**config.mk**
```make
export PLATFORM = sky130hd
export DESIGN_NAME = pu_src_gather20
export DESIGN_NICKNAME = d
export VERILOG_FILES = /design/src/rtl/pu_pkg.sv /design/src/rtl/pu_src_slot.sv /design/src/rtl/pu_src_gather20.sv
export SDC_FILE = /design/constraint.sdc
export NUM_CORES = 2
export LEC_CHECK = 0
export BUFFER_PORTS_ARGS = -buffer_cell sky130_fd_sc_hd__buf_2
export CAP_MARGIN = 20
export CORE_AREA = 8 8 288 290
export CTS_BUF_LIST = sky130_fd_sc_hd__clkbuf_4
export DETAILED_ROUTE_END_ITERATION = 12
export DIE_AREA = 0 0 296 298
export GPL_TIMING_DRIVEN = 0
export MAX_ROUTING_LAYER = met4
export PLACE_DENSITY = 0.67
export SKIP_LAST_GASP = 1
export SLEW_MARGIN = 40
export SYNTH_ARGS = -nofsm -noshare
export SYNTH_HDL_FRONTEND = slang
export SYNTH_SLANG_ARGS = --single-unit
export TNS_END_PERCENT = 100
```
**constraint.sdc**
```tcl
create_clock -name clk -period 2.7 [get_ports clk]
set_clock_uncertainty 0.05 [all_clocks]
set_input_delay 0.135 -clock clk [delete_from_list [all_inputs] [get_ports clk]]
set_output_delay 0.135 -clock clk [all_outputs]
set_load 0.03 [all_outputs]
```
**src/rtl/pu_pkg.sv**
```systemverilog
// Shared types and sizing for the PU source-gather path.
package pu_pkg;

  localparam int unsigned PU_NSRC      = 20;
  localparam int unsigned PU_SRC_NBITS = 5;
  localparam int unsigned PU_DATA_W    = 32;

  typedef logic [PU_DATA_W-1:0] pu_desc_t;

  typedef enum logic [0:0] {
    IDLE,
    WAIT
  } gather_st_e;

endpackage

```
**src/rtl/pu_src_slot.sv**
```systemverilog
// Single-descriptor holding register with a full flag; accepts only while empty.
module pu_src_slot #(
  parameter int unsigned DataW = 32
) (
  input  logic             clk_i,
  input  logic             rst_ni,
  input  logic             load_i,
  input  logic             clr_i,
  input  logic [DataW-1:0] data_i,
  output logic             full_o,
  output logic [DataW-1:0] data_o
);

  logic             full_q, full_d;
  logic [DataW-1:0] data_q, data_d;

  always_comb begin
    full_d = full_q;
    data_d = data_q;
    if (load_i && !full_q) begin
      full_d = 1'b1;
      data_d = data_i;
    end else if (clr_i) begin
      full_d = 1'b0;
    end
  end

  always_ff @(posedge clk_i) begin
    if (!rst_ni) begin
      full_q <= 1'b0;
      data_q <= '0;
    end else begin
      full_q <= full_d;
      data_q <= data_d;
    end
  end

  assign full_o = full_q;
  assign data_o = data_q;

endmodule

```
**src/rtl/pu_src_gather20.sv**
```systemverilog
// Per-source ingress slots feeding a 20-way arbiter; the granted descriptor moves
// into one valid/ready output register.
module pu_src_gather20
  import pu_pkg::*;
#(
  parameter int unsigned NUM_SRC   = PU_NSRC,
  parameter int unsigned SRC_NBITS = PU_SRC_NBITS,
  parameter int unsigned DATA_W    = PU_DATA_W,
  parameter int unsigned CNT_W     = 16
) (
  input  logic                      clk,
  input  logic                      rst_n,
  input  logic [NUM_SRC-1:0]        in_valid,
  input  logic [NUM_SRC*DATA_W-1:0] in_data,
  output logic [NUM_SRC-1:0]        in_ready,
  output logic [NUM_SRC-1:0]        arb_req,
  output logic                      arb_en,
  input  logic [SRC_NBITS-1:0]      arb_sel,
  input  logic                      arb_gnt,
  output logic                      out_valid,
  input  logic                      out_ready,
  output logic [DATA_W-1:0]         out_data,
  output logic [SRC_NBITS-1:0]      out_src,
  output logic [CNT_W-1:0]          fwd_cnt,
  output logic                      err
);

  logic [NUM_SRC-1:0] full;
  logic [NUM_SRC-1:0] clr;
  logic [DATA_W-1:0]  slot_data [NUM_SRC];

  gather_st_e          st_q, st_d;
  logic                out_valid_q, out_valid_d;
  logic [DATA_W-1:0]   out_data_q, out_data_d;
  logic [SRC_NBITS-1:0] out_src_q, out_src_d;
  logic [CNT_W-1:0]    fwd_cnt_q, fwd_cnt_d;
  logic                err_q, err_d;

  logic sel_ok, grant_ok, ospace, pop;

  assign sel_ok   = 32'(arb_sel) < NUM_SRC;
  assign grant_ok = (st_q == WAIT) && arb_gnt && sel_ok;
  assign pop      = out_valid_q && out_ready;
  assign ospace   = !out_valid_q || out_ready;

  for (genvar i = 0; i < NUM_SRC; i++) begin : g_slot
    assign clr[i] = grant_ok && (arb_sel == SRC_NBITS'(i));
    pu_src_slot #(
      .DataW (DATA_W)
    ) u_slot (
      .clk_i  (clk),
      .rst_ni (rst_n),
      .load_i (in_valid[i]),
      .clr_i  (clr[i]),
      .data_i (in_data[i*DATA_W +: DATA_W]),
      .full_o (full[i]),
      .data_o (slot_data[i])
    );
  end

  assign in_ready = ~full;
  assign arb_req  = full;

  // One request per two cycles keeps arb_req stable across the arbiter's latency.
  always_comb begin
    st_d   = st_q;
    arb_en = 1'b0;
    err_d  = err_q;
    unique case (st_q)
      IDLE: begin
        arb_en = (|full) && ospace;
        if (arb_en) st_d = WAIT;
        if (arb_gnt) err_d = 1'b1;
      end
      WAIT: begin
        st_d = IDLE;
        if (!(arb_gnt && sel_ok)) err_d = 1'b1;
      end
      default: st_d = IDLE;
    endcase
  end

  // A grant only lands after IDLE saw ospace, so a load never overwrites a live output.
  always_comb begin
    out_valid_d = out_valid_q;
    out_data_d  = out_data_q;
    out_src_d   = out_src_q;
    if (grant_ok) begin
      out_valid_d = 1'b1;
      out_data_d  = slot_data[arb_sel];
      out_src_d   = arb_sel;
    end else if (pop) begin
      out_valid_d = 1'b0;
    end
    fwd_cnt_d = fwd_cnt_q + CNT_W'(pop);
  end

  always_ff @(posedge clk) begin
    if (!rst_n) begin
      st_q        <= IDLE;
      out_valid_q <= 1'b0;
      out_data_q  <= '0;
      out_src_q   <= '0;
      fwd_cnt_q   <= '0;
      err_q       <= 1'b0;
    end else begin
      st_q        <= st_d;
      out_valid_q <= out_valid_d;
      out_data_q  <= out_data_d;
      out_src_q   <= out_src_d;
      fwd_cnt_q   <= fwd_cnt_d;
      err_q       <= err_d;
    end
  end

  assign out_valid = out_valid_q;
  assign out_data  = out_data_q;
  assign out_src   = out_src_q;
  assign fwd_cnt   = fwd_cnt_q;
  assign err       = err_q;

endmodule

```
==> metrics.csv, run 1 <==
metric,value,unit
Post-Syn Area per Cell,7.844,um^2
Die W,296,um
Cell Rows,103,
cells after synthesis,3823,
post-synthesis sequential area ratio,47.80,%
number of setup buffers added after CTS,0,
Mapped Nets,4494,
PostCTS Resize Cnt,32,
unique cell type count in the Yosys netlist,46,
ys async rst share,0,%
status,stopped before the end,
Clock Root Buffer,clkbuf_4,
Post-synth top flop,dfxtp_1,
"flops & latches, synth",716,
DP HPWL,118.8,mm
H-tree levels,4,
initial cell density of the core,38.27,%
gpl congestion,0.9854,
clock sinks,716,
die height,298,um
Post-Place Cell Area,35200,um^2
Err,[ERROR RSZ-0060] Max buffer count reached.,
clk buf depth,3,
pre-CTS setup slack,-74.38,ps
"EDFF count, synth",0,
warnings from Yosys,0,
port bufs,762,
number of I/O pins,765,
Fail Step,clock tree synthesis (4_1_cts),
Placed Cells,5635,
synthesized area,29990,um^2
"Hold-fix buffers, CTS",1195,
total CTS buffers,189,
metrics by stage:
step	util (%)	setup TNS [ps]
after floorplan	-	0
after global placement	44.81	-9699
after detailed placement	44.92	-210.8
cells in the mapped netlist (2+ instances only):
library cell  number  area (um^2)
buf_2             44        220.2
inv_1             22        82.58
mux2i_1          320         3203
clkbuf_1         238        893.4
ha_1               2        25.02
buf_1             11        41.29
o21ai_1            3        15.01
o21ai_0           52        260.3
buf_6              2        22.52
nand2_1         1349         5064
nand4bb_1          3        33.78
nor4_1            38        237.7
dfxtp_1          716        14330
xnor2_1            2        17.52
xor2_1             7        61.31
buf_4             30        225.2
a21oi_1          734         3674
a22oi_1           32        240.2
and4_1             2        17.52
nand4_1            4        25.02
or3_1              6        37.54
or2_2              2        12.51
nand3_1           39        195.2
nor2_1            15        56.30
and2_1             7        43.79
nor2b_1           23        143.9
o22ai_1           96        600.6
buf_8              3        45.04
nand2b_1           4        25.02
cells by family after synthesis:
family / after synthesis / synth area share [%]
xor gates and xnor gates: 9 / 0.2629
buffers and inverters: 353 / 5.170
muxes: 320 / 10.68
AOI/OAI and AO/OA: 922 / 16.11
DFF: 716 / 47.80
adders and majority gates: 2 / 0.08344
and+or+nand+nor: 1501 / 19.89
==> run 2: changes to the inputs <==
Settings changed: CORE_AREA 8 8 288 290 to 8 8 292 294, CTS_BUF_LIST sky130_fd_sc_hd__clkbuf_4 to not set, DIE_AREA 0 0 296 298 to 0 0 300 302, MAX_ROUTING_LAYER met4 to not set, PLACE_DENSITY 0.67 to not set, PLACE_DENSITY_LB_ADDON set to 0.15.
==> metrics.csv, run 2 <==
metric,value,unit
Die W,300,um
synthesized area,29990,um^2
WS Path Type,register to output port,
"EDFF count, synth",0,
max reg flops,640,
met1 WL,66.21,mm
Worst VDD drop,0.0005232,V
DR iter-0 viols,2543,
post-DR vias/cell,5.226,
grt ovf,0,
Max Fclk,370.7,MHz
Pre-antenna DRT Iters,5,
Area Overhead vs Synth,49.52,%
PwrDens,610.0,nW/um^2
overall global routing resource usage,33.11,%
DP HPWL,119.8,mm
post-layout util,55.40,%
"flops & latches, synth",716,
most common library cells after synthesis,"nand2_1, a21oi_1, dfxtp_1",
Final Cell Area,44830,um^2
CP required,2520,ps
final setup fails,0,
pre-CTS setup slack,-33.46,ps
cells after synthesis,3823,
number of setup buffers added after CTS,0,
unrepaired setup endpoints after global routing,false,
first-pass GRT wire length,222.7,mm
final period utilization,99.92,%
layout cell share with drive strength beyond 1,18.36,%
cell taking the most area after synthesis,dfxtp_1,
CTS tree,yes,
worst setup margin,2.107,ps
Core ar.,80930,um^2
Mapped Nets,4494,
Final min period,2698,ps
unique cell type count in the Yosys netlist,46,
"commonest non-fill, non-tap cells in the layout","nand2_1, buf_2, a21oi_1",
Slew HR,41.16,%
initial cell density of the core,37.05,%
Post-Syn Area per Cell,7.844,um^2
clk buf depth,3,
"count leader, synth",nand2_1,
Clock Pin Slew Worst Setup and Hold Paths,60,ps
Setup crit start kind,register,
Post-synth top flop,dfxtp_1,
number of remaining DRC errors,0,
"Arr. time, crit path",2510,ps
Final Slew Violations,0,
post-synth top area share,47.80,%
dominant cells by area after synthesis,"dfxtp_1, nand2_1, a21oi_1, mux2i_1, clkbuf_1",
port bufs,762,
Leak,18.97,nW
wire length on met2,69.42,mm
"commonest non-fill, non-tap cell in the layout",nand2_1,
die height,302,um
met3 WL,12.26,mm
status,"finished, final reports clean",
Post-Place Cell Area,35240,um^2
ys async rst share,0,%
post-synthesis sequential area ratio,47.80,%
total CTS buffers,80,
initial antenna violation count,22,
number of I/O pins,765,
Cell Rows,105,
"antenna viol nets, final",0,
largest net degree at the start of global routing,14,
Clock Root Buffer,clkbuf_16,
clock sinks,716,
Least-Margin Pin Slew,882.6,ps
filler cell count,7687,
final hold viol count,0,
critical path peak fanout,5,
H-tree levels,3,
number of global-route vias before repair,34320,
highest routed layer,met5,
gpl congestion,0.9632,
HP Class,input pin to register,
hold slack,74.29,ps
Worst-Skew Late Latency,640,ps
nets,6025,
die area,90600,um^2
max cap viols,0,
via count,33990,
CP endpoint kind,output port,
warnings from Yosys,0,
routed length per placed instance,24.23,um
WL final,157.6,mm
[run 2: cell counts after synthesis]
Identical to the previous run, type by type.
[run 2: final timing paths]
kind	start	end	slack, ps	cells past startpoint
hold / removal	in_valid[15]	g_slot[15].u_slot.data_o[1]$_SDFFE_PN0P_	70	4
hold reg to reg	g_slot[12].u_slot.data_o[24]$_SDFFE_PN0P_	g_slot[12].u_slot.data_o[24]$_SDFFE_PN0P_	400	2
setup / recovery	g_slot[18].u_slot.full_o$_SDFFE_PN0P_	arb_en	2	5
setup reg to reg	g_slot[18].u_slot.full_o$_SDFFE_PN0P_	g_slot[18].u_slot.data_o[1]$_SDFFE_PN0P_	320	6
[run 2: layout make-up]
| cell class | count | area [um^2] | area share [%] |
|---|---|---|---|
| inverters | 23 | 86.33 | 0.1926 |
| clock inverters | 20 | 217.7 | 0.4856 |
| plain buffers | 330 | 1473 | 3.285 |
| well taps | 1070 | 1339 | 2.986 |
| clock buffers | 123 | 2437 | 5.436 |
| flip-flops and latches | 716 | 14330 | 31.97 |
| repair buffers | 1449 | 10690 | 23.84 |
| diodes | 20 | 50.05 | 0.1116 |
| multi-input cells | 2754 | 14210 | 31.69 |
[run 2: report_power, final]
group	total (mW)	internal, mW	switching [mW]
Sequential	11.6	11.2	0.396
Combinational	4.61	1.92	2.69
Clock	11.1	6.59	4.55
Total	27.4	19.7	7.63
[run 2: worst max-delay path: stages (launching register included)]
cell	delay [ps]
dfxtp_1	510
nor4_1	500
nand3_1	160
nor2_2	420
nor3_1	100
buf_2	200
[run 2: repair_timing]
item / 4_1_cts / 5_1_grt
endpoints found under the setup margin: 1 / 0
hold endpoints to repair: 650 / 0
resized for setup: 2 / 0
hold buffers: 687 / 0
[run 2: kinds of logic (layout without fill, tap and decap cells)]
logic type               count (synthesis)  in the layout  share of synthesized area, %
other                                    0             20                             0
buffers and inverters                  353           1945                         5.170
adder cells (fa/ha/maj)                  2              2                       0.08344
XOR/XNOR                                 9              9                        0.2629
multiplexers                           320            320                         10.68
AO/OA/AOI/OAI                          922            922                         16.11
flip-flops                             716            716                         47.80
AND/OR/NAND/NOR                       1501           1501                         19.89
[run 2: through the flow]
stage / instances / setup TNS, ps / power [mW]
after floorplan: 3823 / 0 / 13.70
after global placement: 5655 / -6392 / 15.48
after detailed placement: 5655 / -67.19 / 15.53
after CTS: 6485 / 0 / 27.38
after global routing: 6497 / 0 / 28.27
final: 6505 / 0 / 27.35
[run 2: metal layers]
layer  vias to the layer above  GRT usage [%]
met5                         -              0
met2                      1552          51.16
met4                        10          18.26
li1                      15900              -
met3                       472          6.888
met1                     16060          43.04
No activity file was read; power rests on OpenSTA's default activity.
